$ cat src/rtl/load_store_unit_pkg.sv
// Shared types and helpers for the RV32I load/store unit.
// Holds FSM states, funct3 size codes and the 32-bit bus view.
package load_store_unit_pkg;

    typedef enum logic {
        IDLE   = 1'b0,
        ACCESS = 1'b1
    } lsu_state_e;

    localparam logic [2:0] LSU_B  = 3'b000;
    localparam logic [2:0] LSU_H  = 3'b001;
    localparam logic [2:0] LSU_W  = 3'b010;
    localparam logic [2:0] LSU_BU = 3'b100;
    localparam logic [2:0] LSU_HU = 3'b101;

    typedef union packed {
        logic [31:0]      w;
        logic [1:0][15:0] h;
        logic [3:0][7:0]  b;
    } dataBus_u;

    // Unsigned sizes only exist for loads.
    function automatic logic f3_illegal(
        input logic [2:0] f3,
        input logic       we
    );
        return (f3 == 3'b011) || (f3[2:1] == 2'b11) || (f3[2] && we);
    endfunction

    function automatic logic f3_misaligned(
        input logic [2:0] f3,
        input logic [1:0] off
    );
        logic half;
        half = (f3 == LSU_H) || (f3 == LSU_HU);
        return (half && off[0]) || ((f3 == LSU_W) && (off != 2'b00));
    endfunction

endpackage

$ cat src/rtl/load_store_unit_align.sv
// Byte-lane steering: enables, store placement, load extraction.
// Purely combinational; one instance serves both directions.
module lsu_align
    import load_store_unit_pkg::*;
(
    input  logic [2:0] funct3_i,
    input  logic [1:0] off_i,
    input  dataBus_u   wdata_i,
    input  dataBus_u   rdata_i,
    output logic [3:0] be_o,
    output dataBus_u   wdata_o,
    output dataBus_u   rdata_o
);

    logic [7:0]  byte_v;
    logic [15:0] half_v;

    always_comb begin
        be_o    = 4'b1111;
        wdata_o = wdata_i;
        rdata_o = rdata_i;
        byte_v  = rdata_i.b[off_i];
        half_v  = rdata_i.h[off_i[1]];
        unique case (funct3_i)
            LSU_B: begin
                be_o      = 4'b0001 << off_i;
                wdata_o.w = {4{wdata_i.b[0]}};
                rdata_o.w = {{24{byte_v[7]}}, byte_v};
            end
            LSU_BU: begin
                be_o      = 4'b0001 << off_i;
                wdata_o.w = {4{wdata_i.b[0]}};
                rdata_o.w = {24'h0, byte_v};
            end
            LSU_H: begin
                be_o      = 4'b0011 << {off_i[1], 1'b0};
                wdata_o.w = {2{wdata_i.h[0]}};
                rdata_o.w = {{16{half_v[15]}}, half_v};
            end
            LSU_HU: begin
                be_o      = 4'b0011 << {off_i[1], 1'b0};
                wdata_o.w = {2{wdata_i.h[0]}};
                rdata_o.w = {16'h0, half_v};
            end
            default: ;
        endcase
    end

endmodule

$ cat src/rtl/load_store_unit.sv
// MEM-stage load/store unit: one outstanding access, ready handshake,
// alignment and funct3 checks, bounded wait with bus error on timeout.
module load_store_unit
    import load_store_unit_pkg::*;
#(
    parameter int unsigned TIMEOUT_CYCLES = 15
) (
    input  logic        clk,
    input  logic        rst_n,
    input  logic        clk_en,
    input  logic        req_valid,
    input  logic        req_we,
    input  logic [2:0]  req_funct3,
    input  logic [31:0] req_addr,
    input  logic [31:0] req_wdata,
    output logic        busy,
    output logic        rsp_valid,
    output logic [31:0] rsp_rdata,
    output logic        misaligned,
    output logic        bus_err,
    output logic [31:0] mem_addr,
    output logic [31:0] mem_wdata,
    output logic [3:0]  mem_be,
    output logic        mem_rd_en,
    output logic        mem_wr_en,
    input  logic [31:0] mem_rdata,
    input  logic        mem_ready
);

    localparam int unsigned CW = $clog2(TIMEOUT_CYCLES + 1);
    localparam logic [CW-1:0] CNT_LAST = CW'(TIMEOUT_CYCLES - 1);

    lsu_state_e    state_q;
    logic [CW-1:0] cnt_q;
    logic          we_q;
    logic [2:0]    f3_q;
    logic [1:0]    off_q;
    logic [31:0]   addr_q;
    logic [3:0]    be_q;
    dataBus_u      wdata_q;
    logic          rd_q;
    logic          wr_q;
    logic          rsp_valid_q;
    dataBus_u      rsp_rdata_q;
    logic          mis_q;
    logic          berr_q;

    logic [2:0]    al_f3;
    logic [1:0]    al_off;
    logic [3:0]    al_be;
    dataBus_u      al_wdata;
    dataBus_u      al_rdata;

    // Request fields steer lanes at acceptance, latched ones at completion.
    assign al_f3  = (state_q == ACCESS) ? f3_q  : req_funct3;
    assign al_off = (state_q == ACCESS) ? off_q : req_addr[1:0];

    lsu_align u_align (
        .funct3_i (al_f3),
        .off_i    (al_off),
        .wdata_i  (dataBus_u'(req_wdata)),
        .rdata_i  (dataBus_u'(mem_rdata)),
        .be_o     (al_be),
        .wdata_o  (al_wdata),
        .rdata_o  (al_rdata)
    );

    always_ff @(posedge clk or negedge rst_n) begin
        if (!rst_n) begin
            state_q     <= IDLE;
            cnt_q       <= '0;
            we_q        <= 1'b0;
            f3_q        <= 3'b000;
            off_q       <= 2'b00;
            addr_q      <= '0;
            be_q        <= '0;
            wdata_q     <= '0;
            rd_q        <= 1'b0;
            wr_q        <= 1'b0;
            rsp_valid_q <= 1'b0;
            rsp_rdata_q <= '0;
            mis_q       <= 1'b0;
            berr_q      <= 1'b0;
        end else if (clk_en) begin
            rsp_valid_q <= 1'b0;
            mis_q       <= 1'b0;
            berr_q      <= 1'b0;
            unique case (state_q)
                IDLE: begin
                    if (req_valid) begin
                        if (f3_illegal(req_funct3, req_we)) begin
                            berr_q <= 1'b1;
                        end else if (f3_misaligned(req_funct3, req_addr[1:0])) begin
                            mis_q <= 1'b1;
                        end else begin
                            state_q <= ACCESS;
                            cnt_q   <= '0;
                            we_q    <= req_we;
                            f3_q    <= req_funct3;
                            off_q   <= req_addr[1:0];
                            addr_q  <= {req_addr[31:2], 2'b00};
                            be_q    <= al_be;
                            wdata_q <= al_wdata;
                            rd_q    <= !req_we;
                            wr_q    <= req_we;
                        end
                    end
                end
                ACCESS: begin
                    if (mem_ready) begin
                        state_q     <= IDLE;
                        rd_q        <= 1'b0;
                        wr_q        <= 1'b0;
                        rsp_valid_q <= 1'b1;
                        rsp_rdata_q <= we_q ? '0 : al_rdata;
                    end else if (cnt_q == CNT_LAST) begin
                        state_q <= IDLE;
                        rd_q    <= 1'b0;
                        wr_q    <= 1'b0;
                        berr_q  <= 1'b1;
                    end else begin
                        cnt_q <= cnt_q + 1'b1;
                    end
                end
                default: state_q <= IDLE;
            endcase
        end
    end

    assign busy       = (state_q == ACCESS);
    assign rsp_valid  = rsp_valid_q;
    assign rsp_rdata  = rsp_rdata_q.w;
    assign misaligned = mis_q;
    assign bus_err    = berr_q;
    assign mem_addr   = addr_q;
    assign mem_wdata  = wdata_q.w;
    assign mem_be     = be_q;
    assign mem_rd_en  = rd_q;
    assign mem_wr_en  = wr_q;

endmodule

$ cat config.mk
export PLATFORM = sky130hd
export DESIGN_NAME = load_store_unit
export DESIGN_NICKNAME = d
export VERILOG_FILES = /design/src/rtl/load_store_unit_pkg.sv /design/src/rtl/load_store_unit_align.sv /design/src/rtl/load_store_unit.sv
export SDC_FILE = /design/constraint.sdc
export NUM_CORES = 1
export LEC_CHECK = 0
export ABC_AREA = 1
export BUFFER_PORTS_ARGS = -buffer_cell sky130_fd_sc_hd__buf_2
export CORE_ASPECT_RATIO = 0.8
export CORE_UTILIZATION = 45
export DETAILED_ROUTE_END_ITERATION = 6
export HOLD_SLACK_MARGIN = 0.02
export PLACE_DENSITY = 0.74
export SYNTH_ARGS = -nofsm -noshare
export SYNTH_HDL_FRONTEND = slang
export SYNTH_SLANG_ARGS = --single-unit
$ cat constraint.sdc
create_clock -name clk -period 1.6 [get_ports clk]
set_clock_uncertainty 0.15 [all_clocks]
set_input_delay 0.08 -clock clk [delete_from_list [all_inputs] [get_ports clk]]
set_output_delay 0.08 -clock clk [all_outputs]
set_load 0.005 [all_outputs]
==> results.tsv, run 1 <==
metric	value	unit
most crowded layer after global routing	met2	
Crit. Startpoint	busy	
actual slew at the worst max-slew pin	0.568	ns
Sw Share	35.7	%
top cells by area, synth	dfrtp_1 51%, nand2_1 28%, o21ai_0 3.9%	
Post-Syn Area per Cell	7.44	um^2
Hold WS	-0.0474	ns
met1 GRT Util	39.8	%
startpoint types	register	
largest family of logic cells by synthesized area	simple AND/OR/NAND/NOR gates	
Post-Syn Instances	753	
Core Box Area	0.0122	mm^2
Chip Height	102	um
met3 usage	8.69	%
adder and majority gate portion of the synthesized area	0.446	%
Max IR drop VDD	1380	uV
setup violators final	109	
Max Buffers Root-to-Sink	2	
nets	1236	
I/O Buffers	208	
Via density	5.59	
failing checks	negative hold slack, negative setup slack	
area grow syn2layout	75.7	%
P_int	0.00900	W
post-synthesis mux area share	0	%
min-delay src	req_funct3[1]	
wire per inst	19.5	um
minimum clock period	2.15	ns
Worst slew margin	61.9	%
# IOs	211	
Clk Latency, worst-skew pair	0.41	ns
Achievable Freq	0.466	GHz
dpl cells	1131	
Initial Util	46.1	%
CP endpoint kind	register	
post-synthesis cell type count	32	
DR iter-0 viols	810	
Synth top area share	50.9	%
first-pass GRT wire length	31.9	mm
Fill cells	685	
NetSw	0.00501	W
die width	127	um
final max-slew violation count	0	
largest net degree at the start of global routing	37	
antenna violations before repair	2	
kind of critical path	register to register	
Mapped Area	0.00561	mm^2
met2 Usage GRT	51.4	%
CTS HTree Levels	4	
Synth Area in Simple Gates	33.4	%
worst min path class	input port to register	
Comb pwr share	36.1	%
sequential share of the synthesized area	50.9	%
DP HPWL	11.9	mm
# hold bufs at CTS	105	
Flop pwr share	33.5	%
run status	finished with violations	
CP max FO	8	
Final Hold Violating Endpoints	1	
CTS tree	yes	
n_diodes	0	
Pleak	5.48	nW
GRT overflow	0	
Final TNS setup	-15.64	ns
Die Area	0.0129	mm^2
first drt pass iteration count	5	
#FFs+latches synth	114	
fin worst setup slack	-0.548	ns
Yosys Warn Count	0	
RSZ-0062 raised after global routing	yes	
Vias	7232	
layout cell share with drive strength beyond 1	36.4	%
Clock power frac	30.4	%
final WL	25.3	mm
DRC viols	0	
compound-gate portion of the synthesized area	7.99	%
row count	36	
non-filler cells, final	1294	
area leader, netlist	dfrtp_1	
clk sinks	114	
final worst-path cycle share	134	%
PwrDens	1420	mW/mm^2
Max Cap Viol	0	
CP Data Arrival Time	2.24	ns
Crit path required time	1.70	ns
vias in the first global route	6413	
ANT nets after route	0	
GRT Util Overall	32.2	%
XOR/XNOR Fraction of Synth Area	0.313	%
Worst R2R Start	busy	
clk slew on worst S/H paths	0.06	ns
Placer Congestion	0.871	
Inserted Clock Buffers	17	
Root Buffer	clkbuf_16	
==> sequential cells by signal (all words and copies together) (netlist names) <==
register,cells
mem_wdata,32
rsp_rdata,32
mem_addr,30
cnt_q,4
mem_be,4
f3_q,3
off_q,2
bus_err,1
busy,1
mem_rd_en,1
mem_wr_en,1
misaligned,1
rsp_valid,1
we_q,1
==> final timing paths <==
kind / end / slack (ns) / cells past startpoint
setup / recovery: mem_wdata[29] / -0.55 / 9
hold / removal: misaligned / -0.05 / 4
setup reg to reg: mem_wdata[29] / -0.55 / 9
hold reg to reg: mem_addr[9] / 0.32 / 2
max in group asynchronous: off_q[0] / 0.17 / 4
min in group asynchronous: mem_addr[17] / 0.52 / 3
==> layer usage <==
metal | wire, um | up-vias
met4 | 1980 | 0
met1 | 9140 | 3284
met3 | 2760 | 237
li1 | - | 3105
met5 | 0 | -
met2 | 11400 | 606
==> stage by stage <==
| step | worst slack, ns | utilization [%] | instance area [um^2] | hold slack [ns] | total power [W] |
|---|---|---|---|---|---|
| 6_report | -0.548 | 81.0 | 9850 | -0.0474 | 0.0140 |
| 5_1_grt | -0.695 | 81.0 | 9850 | -0.0364 | 0.0147 |
| 4_1_cts | -0.166 | 76.4 | 9290 | -0.0730 | 0.0130 |
| 3_5_place_dp | -0.303 | 59.0 | 7170 | -0.134 | 0.00826 |
| 3_3_place_gp | -0.298 | 59.0 | 7170 | -0.132 | 0.00816 |
| 2_1_floorplan | -0.0754 | - | 5650 | -0.366 | 0.00631 |
==> cell usage after synthesis, drive strengths merged <==
library cell / instances
o211ai: 4
or2: 1
buf: 24
clkbuf: 9
nand3: 25
a21oi: 15
nand2: 425
conb: 1
xor2: 2
and2: 1
ha: 2
nand4: 3
clkinv: 1
inv: 50
o31ai: 1
nor2: 13
o21a: 1
o21ai: 60
dfrtp: 114
o221ai: 1
==> final cells by class <==
| type | count | area [um^2] | area share, % |
|---|---|---|---|
| clock buffer | 18 | 429 | 4.36 |
| clock inverter | 14 | 228 | 2.31 |
| inverter | 51 | 214 | 2.17 |
| multi-input combinational | 558 | 2860 | 29.0 |
| sequential | 114 | 2850 | 29.0 |
| tap | 152 | 190 | 1.93 |
| timing repair buffer | 387 | 3080 | 31.2 |
==> logic make-up (layout without fill, tap and decap cells) <==
logic type | Yosys count | after routing
simple gates | 468 | 470
flops | 114 | 114
buf+inv | 84 | 470
compound gates | 82 | 82
fa+ha+maj | 2 | 2
xor+xnor | 2 | 2
other cells | 1 | 2
==> critical path, cell delays in order (launching register included) <==
cell and delay (ns):
dfrtp_2 0.45, buf_12 0.17, nand2_8 0.07, o21ai_4 0.08, buf_4 0.17, nor2_4 0.16
nand2_1 0.12, nand2_1 0.10, a21oi_2 0.04, o21ai_1 0.46
==> power groups by stage <==
stage               sequential (W)  combinational [W]  clock [W]
floorplan                  0.00464            0.00166          0
global placement           0.00454            0.00363          0
detailed placement         0.00456            0.00370          0
CTS                        0.00455            0.00422    0.00426
global route               0.00479            0.00549    0.00441
finish                     0.00469            0.00506    0.00426
==> cells in the final DEF (no fill, tap or decap), types with 8 or more instances in the layout <==
master,count
nand2_4,8
dfrtp_1,113
o21ai_1,21
dlygate4sd3_1,105
buf_4,32
buf_12,16
nand3_4,8
o21ai_0,26
nand3_1,13
clkbuf_16,23
nand2_1,381
nand2_2,30
buf_2,207
o21ai_2,9
nor2_4,11
buf_6,18
inv_1,43
==> what timing repair did <==
item | CTS | global route
pin swaps | 15 | 28
buffers inserted | 13 | 4
endpoints found under the hold margin | 221 | 1
cloned | 3 | 7
setup endpoints to repair | 93 | 110
resized for setup | 72 | 96
(Power assumes the default switching activity.)
==> run 2: changes to the inputs <==
--- a/config.mk
+++ b/config.mk
@@ -8,10 +8,11 @@
 export ABC_AREA = 1
 export BUFFER_PORTS_ARGS = -buffer_cell sky130_fd_sc_hd__buf_2
 export CORE_ASPECT_RATIO = 0.8
-export CORE_UTILIZATION = 45
+export CORE_MARGIN = 2
+export CORE_UTILIZATION = 53
 export DETAILED_ROUTE_END_ITERATION = 6
 export HOLD_SLACK_MARGIN = 0.02
-export PLACE_DENSITY = 0.74
+export PLACE_DENSITY = 0.82
 export SYNTH_ARGS = -nofsm -noshare
 export SYNTH_HDL_FRONTEND = slang
 export SYNTH_SLANG_ARGS = --single-unit
==> constraint.sdc (replaced) <==
create_clock -name clk -period 2.5 [get_ports clk]
set_clock_uncertainty 0.15 [all_clocks]
set_input_delay 0.5 -clock clk [delete_from_list [all_inputs] [get_ports clk]]
set_output_delay 0.5 -clock clk [all_outputs]
set_load 0.005 [all_outputs]
==> run 2 against run 1 <==
Net effect:
- the run now ends clean
- count of clock-buffer cells in the layout down 1
- total power down 47%
- non-clock buffer count down 166
- utilization down 9.3 points
- global-route usage down 5.6 points
- clock power down 45%
- critical endpoint is now rsp_rdata[20]
- highest routed layer unchanged
==> results.tsv, run 2 (synthesis results as in run 1) <==
metric	value	unit
run status	finished clean	
area grow syn2layout	31.5	%
Chip Height	96.0	um
wire per inst	13.7	um
layout cell share with drive strength beyond 1	28.0	%
CTS HTree Levels	4	
non-filler cells, final	1114	
met3 usage	5.39	%
n_diodes	0	
DR iter-0 viols	386	
RSZ-0062 raised after global routing	no	
actual slew at the worst max-slew pin	0.494	ns
first drt pass iteration count	5	
Initial Util	54.5	%
CP max FO	16	
met1 GRT Util	37.1	%
Crit path required time	2.69	ns
ANT nets after route	0	
nets	1068	
dpl ws	0.323	ns
Die Area	0.0114	mm^2
antenna violations before repair	0	
first-pass GRT wire length	23.9	mm
Clk Latency, worst-skew pair	0.40	ns
die width	119	um
clk slew on worst S/H paths	0.06	ns
I/O Buffers	208	
Achievable Freq	0.452	GHz
GRT overflow	0	
minimum clock period	2.21	ns
Vias	5497	
# IOs	211	
Worst slew margin	66.7	%
Max Cap Viol	0	
DP HPWL	10.9	mm
CP Data Arrival Time	2.40	ns
Tot Pwr	0.00744	W
most crowded layer after global routing	met2	
Placer Congestion	0.893	
CP endpoint kind	register	
final worst-path cycle share	88.4	%
final WL	15.2	mm
Final Hold Violating Endpoints	0	
Post-CTS Resized	0	
Final TNS setup	0	ns
commonest non-fill, non-tap cell in the layout	nand2_1	
Pleak	4.46	nW
row count	33	
worst min path class	input port to register	
# hold bufs at CTS	1	
Max Buffers Root-to-Sink	2	
commonest cells after routing, fill and taps aside	418 x nand2_1, 207 x buf_2, 114 x dfrtp_1	
fin worst setup slack	0.289	ns
DRC viols	0	
Via density	4.93	
Max IR drop VDD	533	uV
Core Box Area	0.0103	mm^2
PwrDens	1010	mW/mm^2
setup violators final	0	
largest net degree at the start of global routing	62	
Inserted Clock Buffers	17	
vias in the first global route	4949	
met2 Usage GRT	41.4	%
GRT Util Overall	26.6	%
kind of critical path	register to register	
Root Buffer	clkbuf_16	
final max-slew violation count	0	
CTS tree	yes	
clk sinks	114	
fin util	71.7	%
dpl cells	1081	
startpoint types	register	
number of post-CTS setup repair buffers	0	
-- run 2: cell count changes in the layout (fill, tap and decap cells not counted), moves of 8 or more --
cell           change
dlygate4sd3_1    -104
nand2_1           +37
nand2_2           -26
buf_4             -23
buf_6             -18
o21ai_0           +18
buf_12            -12
nand3_1           +11
a21oi_1            +8
nor2_4             -8
o21ai_1            -8
-- run 2: cell type report --
type / instances / area (um^2)
Sequential cell: 114 / 2850
Tap cell: 140 / 175
Multi-Input combinational cell: 556 / 2370
Inverter: 51 / 191
Fill cell: 840 / 2910
Timing Repair Buffer: 221 / 1190
Clock buffer: 17 / 425
Clock inverter: 15 / 160
-- run 2: where the power goes --
group / switching [W] / total, W / internal [W] / leakage (nW)
combinational: 0.00121 / 0.00215 / 0.000940 / 2.74
sequential: 0.000392 / 0.00292 / 0.00253 / 1.44
clock: 0.000888 / 0.00236 / 0.00148 / 0.278
total: 0.00249 / 0.00744 / 0.00495 / 4.46
-- run 2: worst paths after layout --
path / startpoint / to / slack, ns / cells after the start
worst max-delay path: busy / rsp_rdata[20] / 0.29 / 9
worst min-delay path: req_addr[15] / mem_addr[15] / 0.14 / 3
worst max register to register: busy / rsp_rdata[20] / 0.29 / 9
worst min register to register: mem_wdata[15] / mem_wdata[15] / 0.31 / 2
max in group asynchronous: rst_n / mem_wdata[0] / 1.18 / 3
min in group asynchronous: rst_n / rsp_valid / 0.40 / 2
-- run 2: metrics by stage --
step / hold WS, ns / area, um^2
floorplan: 0.0544 / 5610
global placement: 0.279 / 6770
detailed placement: 0.285 / 6770
CTS: 0.128 / 7370
global route: 0.140 / 7370
finish: 0.141 / 7370
-- run 2: worst max-delay path, stage by stage, from the launching register on --
cell	delay, ns
dfrtp_1	0.48
buf_4	0.23
nand2_1	0.10
o21a_1	0.31
nand2_2	0.20
nor2_1	0.22
nand2_4	0.13
nand3_4	0.17
nand2_1	0.09
nand2_1	0.07
-- run 2: metal layers --
| metal | part of all wire (%) | wire length (um) | vias to the layer above |
|---|---|---|---|
| met1 | 44 | 6740 | 2482 |
| li1 | - | - | 2749 |
| met2 | 47 | 7140 | 232 |
| met4 | 2.7 | 416 | 0 |
| met3 | 6.1 | 927 | 34 |
| met5 | 0 | 0 | - |
